**src/rtl/sync_fifo_pkg.sv**
```systemverilog
// sync_fifo_pkg
//   Shared constants and helpers for the synchronous FIFO.
//   - DEFAULT_WIDTH / DEFAULT_DEPTH : default parameter values.
//   - addr_width(depth)             : ceil(log2(depth)), used to size the
//                                     storage address and the pointers.
package sync_fifo_pkg;

  localparam int DEFAULT_WIDTH = 8;
  localparam int DEFAULT_DEPTH = 16;

  // Smallest w with (1 << w) >= depth. Bounded loop so it stays a plain
  // constant function for elaboration.
  function automatic int addr_width(input int depth);
    int w;
    w = 0;
    for (int i = 0; i < 31; i++) begin
      if ((1 << i) < depth) w = i + 1;
    end
    return w;
  endfunction

endpackage

```
**src/rtl/sync_fifo_mem.sv**
```systemverilog
// sync_fifo_mem
//   Simple dual-port RAM: one write port, one synchronous read port.
//   Ports:
//     clk      - clock, rising edge
//     rstn     - async active-low reset; clears only the read data register
//     wr_en    - write strobe; wr_data stored at wr_addr
//     wr_addr  - write address
//     wr_data  - write data
//     rd_en    - read strobe; mem[rd_addr] loaded into rd_data
//     rd_addr  - read address
//     rd_data  - registered read data, holds when rd_en is low
//   The array itself is not reset; words are undefined until written.
module sync_fifo_mem #(
  parameter int WIDTH = 8,
  parameter int DEPTH = 16,
  parameter int AW    = 4
) (
  input  logic             clk,
  input  logic             rstn,
  input  logic             wr_en,
  input  logic [AW-1:0]    wr_addr,
  input  logic [WIDTH-1:0] wr_data,
  input  logic             rd_en,
  input  logic [AW-1:0]    rd_addr,
  output logic [WIDTH-1:0] rd_data
);

  logic [WIDTH-1:0] mem [DEPTH];

  always_ff @(posedge clk) begin
    if (wr_en) mem[wr_addr] <= wr_data;
  end

  always_ff @(posedge clk or negedge rstn) begin
    if (!rstn)      rd_data <= '0;
    else if (rd_en) rd_data <= mem[rd_addr];
  end

endmodule

```
**src/rtl/sync_fifo.sv**
```systemverilog
// sync_fifo
//   Single-clock first-in first-out buffer with registered read data.
//   Ports:
//     clk      - clock, all state changes on rising edge
//     rstn     - async active-low reset: pointers cleared, data_out=0,
//                empty=1, full=0
//     data_in  - write data, captured when a write is accepted
//     w_en     - write request
//     r_en     - read request
//     data_out - read data, updated one edge after an accepted read,
//                otherwise holds
//     empty    - FIFO holds 0 words
//     full     - FIFO holds DEPTH words
//     count    - occupancy 0..DEPTH (only with SYNC_FIFO_COUNT_EN defined)
//   Optional feature macro: SYNC_FIFO_COUNT_EN.
//
//   Handshake: a write is accepted on a rising edge iff w_en=1 and full=0;
//   a read is accepted iff r_en=1 and empty=0. Rejected requests have no
//   effect, so w_en/r_en may be held without harm. Flags depend only on
//   registered pointers, never combinationally on w_en/r_en.
module sync_fifo
  import sync_fifo_pkg::*;
#(
  parameter int WIDTH = DEFAULT_WIDTH,
  parameter int DEPTH = DEFAULT_DEPTH
) (
  input  logic                         clk,
  input  logic                         rstn,
  input  logic [WIDTH-1:0]             data_in,
  input  logic                         w_en,
  input  logic                         r_en,
  output logic [WIDTH-1:0]             data_out,
  output logic                         empty,
`ifdef SYNC_FIFO_COUNT_EN
  output logic                         full,
  output logic [addr_width(DEPTH):0]   count
`else
  output logic                         full
`endif
);

  localparam int AW = addr_width(DEPTH);
  localparam logic [AW:0] PTR_ONE = (AW + 1)'(1);

  // One extra MSB beyond the address: equal pointers mean empty, equal
  // address bits with differing MSBs mean the writer lapped the reader.
  logic [AW:0] wr_ptr;
  logic [AW:0] rd_ptr;
  logic        wr_acc;
  logic        rd_acc;

  assign empty  = (wr_ptr == rd_ptr);
  assign full   = (wr_ptr[AW-1:0] == rd_ptr[AW-1:0]) && (wr_ptr[AW] != rd_ptr[AW]);
  assign wr_acc = w_en && !full;
  assign rd_acc = r_en && !empty;

  always_ff @(posedge clk or negedge rstn) begin
    if (!rstn) begin
      wr_ptr <= '0;
      rd_ptr <= '0;
    end else begin
      if (wr_acc) wr_ptr <= wr_ptr + PTR_ONE;
      if (rd_acc) rd_ptr <= rd_ptr + PTR_ONE;
    end
  end

`ifdef SYNC_FIFO_COUNT_EN
  always_ff @(posedge clk or negedge rstn) begin
    if (!rstn) begin
      count <= '0;
    end else begin
      case ({wr_acc, rd_acc})
        2'b10:   count <= count + PTR_ONE;
        2'b01:   count <= count - PTR_ONE;
        default: count <= count;
      endcase
    end
  end
`endif

  // Read address never equals the write address on an accepted read unless
  // the FIFO is full, and then the write is rejected, so no collision.
  sync_fifo_mem #(
    .WIDTH (WIDTH),
    .DEPTH (DEPTH),
    .AW    (AW)
  ) u_mem (
    .clk     (clk),
    .rstn    (rstn),
    .wr_en   (wr_acc),
    .wr_addr (wr_ptr[AW-1:0]),
    .wr_data (data_in),
    .rd_en   (rd_acc),
    .rd_addr (rd_ptr[AW-1:0]),
    .rd_data (data_out)
  );

endmodule

```
**config.mk**
```make
export PLATFORM = sky130hd
export DESIGN_NAME = sync_fifo
export DESIGN_NICKNAME = d
export VERILOG_FILES = /design/src/rtl/sync_fifo_pkg.sv /design/src/rtl/sync_fifo_mem.sv /design/src/rtl/sync_fifo.sv
export SDC_FILE = /design/constraint.sdc
export NUM_CORES = 1
export LEC_CHECK = 0
export ABC_AREA = 1
export BUFFER_PORTS_ARGS = -buffer_cell sky130_fd_sc_hd__clkbuf_2
export CELL_PAD_IN_SITES_DETAIL_PLACEMENT = 0
export CELL_PAD_IN_SITES_GLOBAL_PLACEMENT = 2
export CORE_ASPECT_RATIO = 1.25
export CORE_MARGIN = 5
export CORE_UTILIZATION = 43
export CTS_CLUSTER_DIAMETER = 40
export DETAILED_ROUTE_END_ITERATION = 8
export GPL_ROUTABILITY_DRIVEN = 0
export GPL_TIMING_DRIVEN = 0
export HOLD_SLACK_MARGIN = 0.1
export PLACE_DENSITY_LB_ADDON = 0.1
export SKIP_LAST_GASP = 1
export SYNTH_ARGS = -nofsm -noshare
export SYNTH_HDL_FRONTEND = slang
export SYNTH_SLANG_ARGS = --single-unit
```
**constraint.sdc**
```tcl
create_clock -name clk -period 3.4 [get_ports clk]
set_clock_uncertainty 0.15 [all_clocks]
set_input_delay 0.17 -clock clk [delete_from_list [all_inputs] [get_ports clk]]
set_output_delay 0.17 -clock clk [all_outputs]
set_load 0.005 [all_outputs]
```
Yosys cells after proc, flatten, opt, wreduce, memory -nomap -nowiden:

Memories as Yosys holds them, arrays and structs flattened. A register that Yosys moved wholly into a read port is not among the register bits.
Cells that the tools add are included.

* bits in registers: 10
* memory bits (writable): 128
* logic and storage cells: 16
* memories: 1

* $add $sub $neg: 2
* equal/unequal tests: 3
* mux-type cells: 2
* reduce and logical (&&, ||, !) cells: 6

Memory list
* u_mem.mem: words 16, bits a word 8, read ports 1, clocked after Yosys merged registers in 1, write ports 1, RTL line sync_fifo_mem.sv:28 `logic [WIDTH-1:0] mem [DEPTH];`

Operators by type and width (count)
* $add 5x1->5 const B: 2
* $eq 5x5->1: 1
* $eq 4x4->1: 1
* $logic_and 1x1->1: 3
* $logic_not 1->1: 3
* $mux 1: 2
* $ne 1x1->1: 1

Logic depth before layout (Yosys ltp):

* word-level depth: 6
* gate-level depth with buffers: 12
* depth with buffers taken out: 10

Hierarchy:

Synthesis repeated with hierarchy kept, for this count alone.

* cell total of the unflattened synthesis: 569
* area, all modules: 6307.3 um2

Modules (own cells, without submodules)
* sync_fifo_mem: times used 1, cells each 483, area each 5635.4 um2, sequential area each 4043.9 um2
* sync_fifo: times used 1, cells each 86, area each 671.9 um2, sequential area each 250.2 um2

Least setup slack after synthesis:

No wires, ideal clock.

* kind: register to register
* start: register rd_ptr[1]
* end: memory u_mem.mem[11][0] (enable)
* arrival time: 1.643 ns
* path slack: 1.224 ns
* cell stages (with the launch flop): 9
* path buffers: 2
* clock period less this slack: 2.176 ns
* path through: dfrtp_1 -> buf_2 -> inv_2 -> nand2_1 -> a21oi_1 -> nand3_1 -> nand2_2 -> buf_2 -> nor3_1

* word-level cells in the longest chain between the ends: 6

RTL lines
* start, declared: RTL line sync_fifo.sv:48 `logic [AW:0] rd_ptr;`
* start signal, assigned: RTL line sync_fifo.sv:63 `if (rd_acc) rd_ptr <= rd_ptr + PTR_ONE;`
* $eq 4x4->1: RTL line sync_fifo.sv:53 `assign full = (wr_ptr[AW-1:0] == rd_ptr[AW-1:0]) && (wr_ptr[AW] != rd_ptr[AW]);`
* $logic_and 1x1->1: RTL line sync_fifo.sv:53
* $logic_not 1->1: RTL line sync_fifo.sv:54 `assign wr_acc = w_en && !full;`
* $logic_and 1x1->1: RTL line sync_fifo.sv:54
* $mux 1: RTL line sync_fifo_mem.sv:31 `if (wr_en) mem[wr_addr] <= wr_data;`
* $mux 1 (not written as such): RTL line sync_fifo_mem.sv:31
* end, declared: RTL line sync_fifo_mem.sv:28

No other way between the ends.

Worst setup path after layout:

* start: register rd_ptr[1]
* end: memory u_mem.mem[2][2] (enable)

Same word-level chain as after synthesis.

==> results.yml <==
detailed_routing:
  drc: 0
  viasPerCell: 4.86
  wl_per_cell_um: 17.6
  drt_iter0_drc: 257
  ant_nets: 0
  vias: 4529
  wl_um: 16400
  drt-pass1-iter-count: 4
worst_hold_path:
  hp-class: "in -> reg"
logic_synthesis:
  ys.flop_type: "edfxtp_1"
  synth_area_um2: 6580
  async_reset_ff_frac: 0.123
  ys_top_cells_by_count: "253 x nand2_1, 132 x inv_1, 128 x edfxtp_1"
  synth_fp_nets: 703
  ys_seq_elements: 146
  synth_top_area_share: 0.584
  synthCells: 686
  avgSynthCellArea_um2: 9.59
  synth_largest_area_cell: "edfxtp_1"
  synth.most_common_cell: "nand2_1"
  synth.distinct_cells: 21
  synth_area_leaders: "edfxtp_1 58%, nand2_1 14%, inv_1 7.5%"
  yosysWarnings: 0
  synth_edf_count: 128
  ys_seq_area_frac: 0.653
status:
  status: "completed"
timing:
  setup_tns_ns: 0
  hold_violations: 0
  drv_slew: 0
  tightest_slew_ns: 1.28
  max_freq_ghz: 0.342
  slew_headroom: 0.138
  min_period_over_period: 0.859
  rsz0062_at_grt: "no"
  setup_viol: 0
  layout_min_cycle_time_ns: 2.92
pwr:
  leakagePower_uw: 0.00346
  p_per_area_nw_per_um2: 805
  pwr-share-seq: 0.382
  power_frac_clock: 0.271
  power_switching_uw: 2340
  peakVddDrop_v: 0.000421
  pwr-share-comb: 0.348
  p_int_uw: 3740
  swShare: 0.384
clocking:
  clk_latency_ns: 0.42
  cts_root_buf: "clkbuf_16"
  tritoncts: "yes"
  post_cts_buffers: 0
  numCtsBuffers: 17
  clkSlewWorstSetupHoldPaths_ns: 0.06
  clk_path_buf_depth: 2
  clkSinkCount: 146
  h-tree-depth: 4
worst_setup_path:
  critPathCaptureType: "flop"
  critPathMaxFanout: 10
  cp-start-kind: "flop"
  cp_common_cell: "buf_2"
  crit_chain: "buf_2 -> inv_2 -> nand2_1 -> a21oi_1 -> nand3_1 -> nand2_2 -> buf_2 -> nor3_1"
  cpPeakStageDelay_ns: 0.99
  critPathKind: "reg -> reg"
  cp.required_ns: 3.28
  cpMaxStageDelayCell: "nor3_1"
  critPathArrivalTime_ns: 2.80
floorplanning:
  rows: 50
  io_pins: 22
  fp.dieW_um: 121
  dieArea_um2: 17900
  start_util: 0.438
  die_y_um: 148
  core_region_area_um2: 15000
flow_run:
  drv_cap: 0
placed_design:
  placed_cell_area_um2: 6910
  port_buffers: 21
  dpl.cell_count: 889
  dp_hpwl_um: 11200
layout:
  final_cell_area_um2: 7560
  finalNonFillerCells: 932
  layout-drive-gt1-share: 0.112
  nNetsFinal: 753
  syn_to_final_growth_pct: 14.9
  fillCellCount: 1418
  fin_util: 0.503
global_routing:
  grt_max_degree: 19
  grt_first_pass_wirelength_um: 25500
  grt_pass1_vias: 4489
  grt_use_total: 0.195
  grt_overflow: 0
  antenna_found_initial: 0
==> area by class of cell <==
class                           count  area [µm²]  area share
Antenna cell                        1        2.50    0.000331
Buffer                             27         135      0.0179
Clock buffer                       17         425      0.0563
Clock inverter                     15        93.8      0.0124
Inverter                          138         518      0.0685
Multi-Input combinational cell    375        1660       0.220
Sequential cell                   146        4290       0.568
Tap cell                          182         228      0.0301
Timing Repair Buffer               31         198      0.0262
==> critical path: cells and delay by family (launching register included) <==
family	cells	cell delay [ns]
simple gates	4	1.30
buf+inv	3	0.61
flops	1	0.35
compound gates	1	0.10
==> metal layers <==
layer | routed length (µm) | track usage | vias to the layer above
met4 | 419 | 0.0794 | 0
met3 | 622 | 0.0354 | 25
li1 | - | - | 2257
met2 | 8390 | 0.334 | 86
met1 | 6950 | 0.245 | 2161
met5 | 0 | 0 | -
==> worst paths after layout <==
kind	from	end	slack (ns)	depth (start not counted)
setup / recovery	rd_ptr[1]	u_mem.mem[2][2]	0.48	8
hold / removal	data_in[3]	u_mem.mem[1][3]	0.13	1
setup reg to reg	rd_ptr[1]	u_mem.mem[2][2]	0.48	8
hold reg to reg	u_mem.rd_data[4]	u_mem.rd_data[4]	0.33	2
max in group asynchronous	rstn	wr_ptr[0]	1.80	3
min in group asynchronous	rstn	u_mem.rd_data[7]	0.78	3
==> cells in the final DEF (no fill, tap or decap) <==
| master | n |
|---|---|
| clkinv_2 | 5 |
| buf_2 | 15 |
| buf_1 | 3 |
| xnor2_1 | 4 |
| dlygate4sd3_1 | 7 |
| clkbuf_4 | 2 |
| inv_1 | 132 |
| diode_2 | 1 |
| nor3_2 | 6 |
| dfrtp_1 | 18 |
| ha_1 | 5 |
| edfxtp_1 | 128 |
| nor2_1 | 2 |
| buf_6 | 1 |
| inv_6 | 1 |
| o21ai_1 | 2 |
| clkbuf_16 | 17 |
| nand2_1 | 253 |
| xor2_1 | 5 |
| clkinv_1 | 5 |
| nand3_1 | 85 |
| nand2_2 | 2 |
| clkinvlp_4 | 3 |
| nor2_2 | 1 |
| nor3_1 | 9 |
| buf_4 | 3 |
| clkbuf_1 | 6 |
| inv_2 | 4 |
| clkinv_4 | 3 |
| a21oi_1 | 1 |
| clkbuf_2 | 21 |
==> stage by stage <==
stage	hold slack, ns	power, µW	setup slack [ns]
floorplan	-0.276	3700	1.22
global placement	-0.0129	4440	0.392
detailed placement	-0.0118	4480	0.319
CTS	0.110	6130	0.301
global route	0.122	6490	0.203
finish	0.133	6080	0.479
==> power by group through the flow <==
stage / combinational, µW / clock, µW / sequential [µW]
2_1_floorplan: 1380 / 0 / 2320
3_3_place_gp: 2090 / 0 / 2350
3_5_place_dp: 2120 / 0 / 2360
4_1_cts: 2130 / 1680 / 2320
5_1_grt: 2380 / 1770 / 2340
6_report: 2120 / 1650 / 2320
==> state kept, by name (all words and copies together), names as in the netlist <==
| register | flops |
|---|---|
| rd_ptr | 5 |
| wr_ptr | 5 |
| u_mem.mem | 128 |
| u_mem.rd_data | 8 |
==> timing repair <==
action,4_1_cts,5_1_grt
hold buffers,7,0
resized for setup,0,0
endpoints found under the hold margin,54,0
==> cells by family after synthesis <==
group,after synthesis,share of synthesized area
adders and majority gates,5,0.00951
and+or+nand+nor,358,0.224
AOI/OAI and AO/OA,3,0.00228
xor gates and xnor gates,9,0.0120
DFF,146,0.653
buffers and inverters,165,0.0993
(Power assumes the default switching activity.)
